<file path="config.mk">
export PLATFORM = sky130hd
export DESIGN_NAME = jump_ctrl
export DESIGN_NICKNAME = d
export VERILOG_FILES = /design/src/rtl/jump_pkg.sv /design/src/rtl/jump_ctrl_cnt.sv /design/src/rtl/jump_ctrl.sv
export SDC_FILE = /design/constraint.sdc
export NUM_CORES = 1
export LEC_CHECK = 0
export ABC_AREA = 1
export CAP_MARGIN = 40
export CORE_UTILIZATION = 47
export DETAILED_ROUTE_END_ITERATION = 8
export PLACE_DENSITY_LB_ADDON = 0.3
export REMOVE_ABC_BUFFERS = 1
export SLEW_MARGIN = 20
export SYNTH_ARGS = -nofsm -noshare
export SYNTH_HDL_FRONTEND = slang
export SYNTH_SLANG_ARGS = --single-unit
</file>
<file path="constraint.sdc">
create_clock -name clk -period 2.4 [get_ports clk]
set_clock_uncertainty 0.15 [all_clocks]
set_input_delay 0.24 -clock clk [delete_from_list [all_inputs] [get_ports clk]]
set_output_delay 0.24 -clock clk [all_outputs]
set_load 0.01 [all_outputs]
</file>
<file path="src/rtl/jump_pkg.sv">
// rtl/jump_pkg.sv - shared types and constants for the jump predictor sequencer
package jump_pkg;

    localparam int ADR_W = 16;

    // Next-PC mux source encoding
    typedef enum logic [1:0] {
        PCSEL_INC  = 2'd0,
        PCSEL_PRED = 2'd1,
        PCSEL_ALU  = 2'd2,
        PCSEL_EVAC = 2'd3
    } pc_sel_t;

    // Sequencer states
    typedef enum logic [1:0] {
        IDLE      = 2'd0,
        PRED      = 2'd1,
        RECOV_ADR = 2'd2,
        RECOV_NT  = 2'd3
    } jctl_state_t;

endpackage

</file>
<file path="src/rtl/jump_ctrl_cnt.sv">
// rtl/jump_ctrl_cnt.sv - saturating event counter with enable
module jump_ctrl_cnt #(
    parameter int CNT_W = 16
) (
    input  logic             clk,
    input  logic             reset,
    input  logic             en,
    output logic [CNT_W-1:0] count
);

    // Count enabled events, sticking at all-ones instead of wrapping
    always_ff @(posedge clk) begin
        if (reset) begin
            count <= '0;
        end else if (en && (count != '1)) begin
            count <= count + 1'b1;
        end
    end

endmodule

</file>
<file path="src/rtl/jump_ctrl.sv">
// rtl/jump_ctrl.sv - single-entry jump prediction sequencer; JUMP_CTRL_PERF_EN enables hit/miss counters
module jump_ctrl
    import jump_pkg::*;
#(
    parameter int MAX_WAIT = 4,
    parameter int CNT_W    = 16
) (
    input  logic             clk,
    input  logic             reset,
    input  logic             jump_pred,
    input  logic [ADR_W-1:0] jump_pred_adr,
    input  logic [ADR_W-1:0] pcinc_evac,
    input  logic             jump_resolve,
    input  logic             jump_taken,
    input  logic [ADR_W-1:0] ALUres_mem,
    input  logic             stall,
    output logic [1:0]       pc_sel,
    output logic [ADR_W-1:0] pc_next_alt,
    output logic             flush_if,
    output logic             flush_id,
    output logic             flush_ex,
    output logic             pred_busy,
    output logic             wd_err,
    output logic [CNT_W-1:0] hit_cnt,
    output logic [CNT_W-1:0] miss_cnt
);

    localparam int WAIT_W = $clog2(MAX_WAIT + 1);

    jctl_state_t      state_q, state_d;
    logic [ADR_W-1:0] tgt_q, tgt_d;    // predicted target, reused for the actual target on address miss
    logic [ADR_W-1:0] evac_q, evac_d;
    logic [WAIT_W-1:0] wait_q, wait_d;
    logic             wd_q, wd_d;
    pc_sel_t          sel;
    logic [ADR_W-1:0] alt;
    logic             flush;
    logic             busy;
`ifdef JUMP_CTRL_PERF_EN
    logic             hit_ev;
    logic             miss_ev;
`endif

    // Next-state, latch updates and Moore/Mealy outputs
    always_comb begin
        state_d = state_q;
        tgt_d   = tgt_q;
        evac_d  = evac_q;
        wait_d  = wait_q;
        wd_d    = wd_q;
        sel     = PCSEL_INC;
        alt     = '0;
        flush   = 1'b0;
        busy    = 1'b0;
`ifdef JUMP_CTRL_PERF_EN
        hit_ev  = 1'b0;
`endif
        case (state_q)
            IDLE: begin
                if (!stall) begin
                    // An unpredicted taken jump in MEM overrides a prediction in ID,
                    // since the ID instruction is on the wrong path.
                    if (jump_resolve && jump_taken) begin
                        tgt_d   = ALUres_mem;
                        state_d = RECOV_ADR;
                    end else if (jump_pred) begin
                        sel     = PCSEL_PRED;
                        alt     = jump_pred_adr;
                        tgt_d   = jump_pred_adr;
                        evac_d  = pcinc_evac;
                        wait_d  = '0;
                        state_d = PRED;
                    end
                end
            end
            PRED: begin
                busy = 1'b1;
                if (!stall) begin
                    if (jump_resolve) begin
                        if (jump_taken && (ALUres_mem == tgt_q)) begin
`ifdef JUMP_CTRL_PERF_EN
                            hit_ev = 1'b1;
`endif
                            if (jump_pred) begin
                                sel    = PCSEL_PRED;
                                alt    = jump_pred_adr;
                                tgt_d  = jump_pred_adr;
                                evac_d = pcinc_evac;
                                wait_d = '0;
                            end else begin
                                state_d = IDLE;
                            end
                        end else if (jump_taken) begin
                            tgt_d   = ALUres_mem;
                            state_d = RECOV_ADR;
                        end else begin
                            state_d = RECOV_NT;
                        end
                    end else if (wait_q == WAIT_W'(MAX_WAIT - 1)) begin
                        wd_d    = 1'b1;
                        state_d = RECOV_NT;
                    end else begin
                        wait_d = wait_q + 1'b1;
                    end
                end
            end
            RECOV_ADR: begin
                sel   = PCSEL_ALU;
                alt   = tgt_q;
                flush = 1'b1;
                busy  = 1'b1;
                if (!stall) state_d = IDLE;
            end
            default: begin
                sel   = PCSEL_EVAC;
                alt   = evac_q;
                flush = 1'b1;
                busy  = 1'b1;
                if (!stall) state_d = IDLE;
            end
        endcase
    end

    // State, latched addresses, watchdog counter and sticky error
    always_ff @(posedge clk) begin
        if (reset) begin
            state_q <= IDLE;
            tgt_q   <= '0;
            evac_q  <= '0;
            wait_q  <= '0;
            wd_q    <= 1'b0;
        end else begin
            state_q <= state_d;
            tgt_q   <= tgt_d;
            evac_q  <= evac_d;
            wait_q  <= wait_d;
            wd_q    <= wd_d;
        end
    end

    // Outputs are forced quiet while reset is held so an aborted recovery never leaks
    assign pc_sel      = reset ? PCSEL_INC : sel;
    assign pc_next_alt = reset ? '0 : alt;
    assign flush_if    = flush && !reset;
    assign flush_id    = flush && !reset;
    assign flush_ex    = flush && !reset;
    assign pred_busy   = busy && !reset;
    assign wd_err      = wd_q;

`ifdef JUMP_CTRL_PERF_EN
    // Recovery states always return to IDLE, so any transition into one is a fresh miss
    assign miss_ev = ((state_d == RECOV_ADR) || (state_d == RECOV_NT)) &&
                     (state_q != RECOV_ADR) && (state_q != RECOV_NT);

    jump_ctrl_cnt #(.CNT_W(CNT_W)) u_hit_cnt (
        .clk   (clk),
        .reset (reset),
        .en    (hit_ev),
        .count (hit_cnt)
    );

    jump_ctrl_cnt #(.CNT_W(CNT_W)) u_miss_cnt (
        .clk   (clk),
        .reset (reset),
        .en    (miss_ev),
        .count (miss_cnt)
    );
`else
    assign hit_cnt  = '0;
    assign miss_cnt = '0;
`endif

endmodule

</file>
# Word level (Yosys, flattened, before mapping)
# Cells that the tools add are included.
# op_classes
add_sub_neg	1
multipliers	0
div	0
magnitude_cmp	0
n_eq_ne	15
n_shift	0
muxes	52
n_bitwise	2
reduce_logical	13
# op_table
op	count
$mux 16	20
$pmux 16 s2	2
$pmux 16 s3	1
$mux 2	13
$mux 3	7
$eq 16x16->1	1
$ne 3x3->1 const B	5
$reduce_and 6->1	2
$ne 2x2->1 const B	5
$reduce_and 4->1	2
$mux 1	6
$pmux 2 s3	1
$pmux 3 s2	1
$reduce_and 5->1	1
$logic_and 1x1->1	4
$ne 4x4->1 const B	1
$pmux 2 s2	1
$add 3x1->3 const B	1
$eq 3x2->1 const B	1
$eq 2x1->1 const B	1
$eq 2x2->1 const B	1
$logic_not 2->1	1
$not 1->1	2
$reduce_bool 2->1	1
2 further kinds	2
# word_totals
regBits	38
latchBits	0
ram_bits	0
rom_bits	0
inputBits	54
output_inout_bits	55
elab_cells	88
memories	0

# Depth between registers and ports, before layout
# logic_depth
depth_word	7
depth_mapped	14
ltp_nobuf	13

# Least setup slack after synthesis
# OpenSTA, ideal clock, no wires.
# synth_path
path_type	register to output
start	reg tgt_q[15]
end	out pc_next_alt[10]
arrival_time_ps	1491
required_ps	2010
path_slack_ps	519
stages_incl_launch_ff	10
path_buffers	1
cell_sequence	dfxtp_1 -> inv_2 -> nand2_2 -> nand2_1 -> nor3_2 -> nand3b_2 -> nor3b_4 -> buf_6 -> nand3_1 -> a21oi_1
# synth_via
elab_chain_len	7
# synth_rtl
element	line_no	source
from (decl)	jump_ctrl.sv:31	logic [ADR_W-1:0] tgt_q, tgt_d;
from (signal assigned)	jump_ctrl.sv:134	tgt_q <= tgt_d;
$eq 16x16->1	jump_ctrl.sv:80	if (jump_taken && (ALUres_mem == tgt_q)) begin
$logic_and 1x1->1	jump_ctrl.sv:80	
$mux 16	jump_ctrl.sv:80	
$mux 16	jump_ctrl.sv:79	if (jump_resolve) begin
$mux 16	jump_ctrl.sv:78	if (!stall) begin
$pmux 16 s3	jump_ctrl.sv:58	case (state_q)
$mux 16	jump_ctrl.sv:143	assign pc_next_alt = reset ? '0 : alt;
to (decl)	jump_ctrl.sv:18	output logic [ADR_W-1:0] pc_next_alt,
# No other way between the ends.

# Worst setup path in the final report
# layout_path
start	reg tgt_q[3]
end	out pc_next_alt[5]
# The elaborated chain is that of the path after synthesis.

==> run_results.csv <==
group,metric,value,unit
outcome,outcome,"complete, no violations",
grt,grt_pass1_wl,17.3,mm
grt,antenna_found_initial,0,
job,cap_violations,0,
critical_path,crit_arrival,1.99,ns
route,wire_per_inst,14.1,µm
critical_path,r2r-end,"state_q[0]",
cts,cts_tree,"yes",
route,drt-pass1-iter-count,5,
place,hpwl,7.90,mm
route,ant_nets,0,
route,routed_wl,11.0,mm
cts,clk_latency,0.29,ns
power,power.density,455,nW/µm²
timing,rsz0062_at_grt,"true",
layout,layout_commonest_cell,"nand2_1",
power,vdd_ir_drop_max,0.354,mV
critical_path,path_class,"flip-flop to output port",
synthesis,seq_area_frac_synth,23.0,%
synthesis,async_flop_share,0,%
synthesis,synth_edf_count,0,
timing,fin_crit_sh,99.1,%
cts,ctsHoldBuffers,0,
critical_path,r2r-start,"tgt_q[9]",
synthesis,syn_area,3310,µm²
route,viasPerCell,5.33,
synthesis,synth_cell_types,34,
grt,grt_pass1_vias,3805,
timing,timing.fmax,421,MHz
die,core,6790,µm²
grt,grt_max_degree,37,
timing,finalSetupViolCount,0,
route,first_iter_violations,369,
worst_hold_path,hp-class,"primary input to flip-flop",
synthesis,yosys_register_bits,38,
synthesis,synth_top_flop_cell,"dfxtp_1",
critical_path,max_stage_delay,0.37,ns
die,dieHeight,86.0,µm
worst_hold_path,hold_start,"ALUres_mem[6]",
critical_path,cp_common_cell,"nand2_2",
die,fp-row-count,30,
layout,area_growth,39.2,%
timing,tns,0,ns
cts,numCtsBuffers,5,
synthesis,yosysWarnings,0,
critical_path,critPathLaunchType,"flip-flop",
cts,root_buffer,"clkbuf_8",
power,power_leakage,0.00225,µW
critical_path,end_kind,"output port",
layout,diodes,0,
cts,cts_htree_levels,2,
worst_hold_path,worst_hold_path.num_cells,5,
timing,finalCriticalPeriod,2.38,ns
cts,clockBufferDepth,2,
synthesis,post_synth.cell_area_avg,5.92,µm²
timing,worst_pin_slew,0.782,ns
critical_path,path_cells,"inv_2 > nand2_2 > nand2_2 > nor3_4 > nand2_2 > nor3b_4 > buf_6 > nand3_2 > a21oi_2 > buf_2",
critical_path,path_buf_inv,3,
layout,final_core_util,67.9,%
place,portBuffers,76,
grt,grt_overflow,0,
synthesis,syn_inst,560,
grt,grt_usage,29.4,%
layout,drive_above_1_share,23.2,%
place,gp_congestion,0.913,
layout,layout_common_cells,"110 x nand2_1, 70 x buf_4, 69 x nor2_1",
critical_path,ff2ff_setup_slack,0.15,ns
route,num_vias,4157,
worst_hold_path,hold_path_end,"tgt_q[6]",
critical_path,crit_required,2.01,ns
critical_path,worstPathMaxFanout,8,
critical_path,ff2ff_path_depth,17,
timing,slew_headroom,47.8,%
critical_path,slowest_stage,"dfxtp_2",
die,dieArea,7390,µm²
die,ios,109,
layout,finalNetCount,740,
route,remaining_drc_errors,0,
critical_path,critPathTopFamily,"simple AND/OR/NAND/NOR gates",
cts,cts_sinks,38,
timing,final-max-slew-violation-count,0,
timing,hold_viol,0,
cts,clk_pin_slew_worst_paths,0.08,ns
die,start_util,48.8,%
die,die-width,86.0,µm
## how the worst max path moves through the flow
stage / startpoint / end / slack [ns] / depth (start not counted)
2_1_floorplan: state_q[1] / pc_next_alt[15] / 0.29 / 8
3_3_place_gp: ALUres_mem[1] / pc_next_alt[6] / -0.43 / 11
3_5_place_dp: ALUres_mem[15] / pc_next_alt[7] / -0.50 / 10
4_1_cts: ALUres_mem[6] / pc_sel[0] / 0.006 / 12
5_1_grt: tgt_q[3] / pc_next_alt[11] / -0.06 / 10
6_report: tgt_q[3] / pc_next_alt[5] / 0.02 / 10
## Yosys cell counts, types with 2 or more instances
master / number / area, µm²
nand2_1: 117 / 439
ha_1: 2 / 25.0
buf_6: 4 / 45.0
buf_2: 6 / 30.0
nand3_1: 54 / 270
nand2_2: 3 / 18.8
a221oi_1: 15 / 131
nand4_1: 6 / 37.5
dfxtp_1: 38 / 761
o21ai_0: 40 / 200
inv_1: 52 / 195
clkbuf_1: 16 / 60.1
o21ai_1: 13 / 65.1
inv_2: 12 / 45.0
nand2_4: 3 / 33.8
nor2_1: 73 / 274
nor3_1: 20 / 100
a21oi_1: 36 / 180
buf_4: 35 / 263
## layout make-up
| type | count | area, µm² |
|---|---|---|
| Fill cell | 622 | 2180 |
| Multi-Input combinational cell | 424 | 2150 |
| Timing Repair Buffer | 149 | 1240 |
| Sequential cell | 38 | 767 |
| Inverter | 66 | 253 |
| Tap cell | 96 | 120 |
| Clock buffer | 5 | 68.8 |
| Clock inverter | 2 | 15.0 |
## where the power goes
group	internal (µW)	switching (µW)	total (µW)
clock	199	248	447
sequential	700	49.1	749
combinational	385	516	901
## cell families (layout without fill, tap and decap cells)
family                     after synthesis  count (layout)  share of synthesized area, %
buffers and inverters                  129             222                          20.2
DFF                                     38              38                          23.0
adders and majority gates                2               2                         0.755
other                                    1              32                         0.113
and+or+nand+nor                        283             283                          37.7
AOI/OAI and AO/OA                      107             107                          18.3
## registers in the layout, indices dropped and copies added (netlist names)
| register | flops |
|---|---|
| state_q | 2 |
| tgt_q | 16 |
| wait_q | 3 |
| evac_q | 16 |
| wd_err | 1 |
## routing by layer
layer | wire [µm] | GRT usage, % | part of all wire [%] | up-vias
met2 | 5500 | 51.6 | 50 | 204
li1 | - | - | - | 2014
met4 | 237 | 12.3 | 2.1 | 0
met1 | 4490 | 36.2 | 41 | 1913
met3 | 804 | 3.56 | 7.3 | 26
met5 | 0 | 0 | 0 | -
## worst reg2reg max path, cell delays in order (launching register included)
cell,delay (ns)
dfxtp_1,0.33
inv_1,0.07
nand2_1,0.07
nand4_1,0.11
nor3_2,0.05
buf_4,0.13
buf_4,0.12
buf_4,0.12
buf_4,0.12
buf_4,0.12
buf_4,0.12
buf_4,0.12
buf_4,0.12
buf_4,0.12
nand4_1,0.12
nand3_1,0.08
nand2_1,0.06
inv_1,0.04
## through the flow
step / instance area (µm²) / worst slack (ns) / total power [µW] / instances / hold slack, ns
floorplan: 3010 / 0.289 / 1200 / 528 / 0.159
global placement: 4370 / -0.427 / 1590 / 760 / 0.306
detailed placement: 4370 / -0.502 / 1610 / 760 / 0.316
CTS: 4530 / 0.00591 / 2060 / 778 / 0.250
global route: 4610 / -0.0615 / 2230 / 780 / 0.199
finish: 4610 / 0.0224 / 2100 / 780 / 0.170
## timing repair
item	CTS	global route
setup buffers	10	4
pin swaps	10	13
endpoints found under the setup margin	17	17
endpoints found under the hold margin	0	0
gates cloned	1	0
resized for setup	96	32
Power figures use the tool's default switching activity.
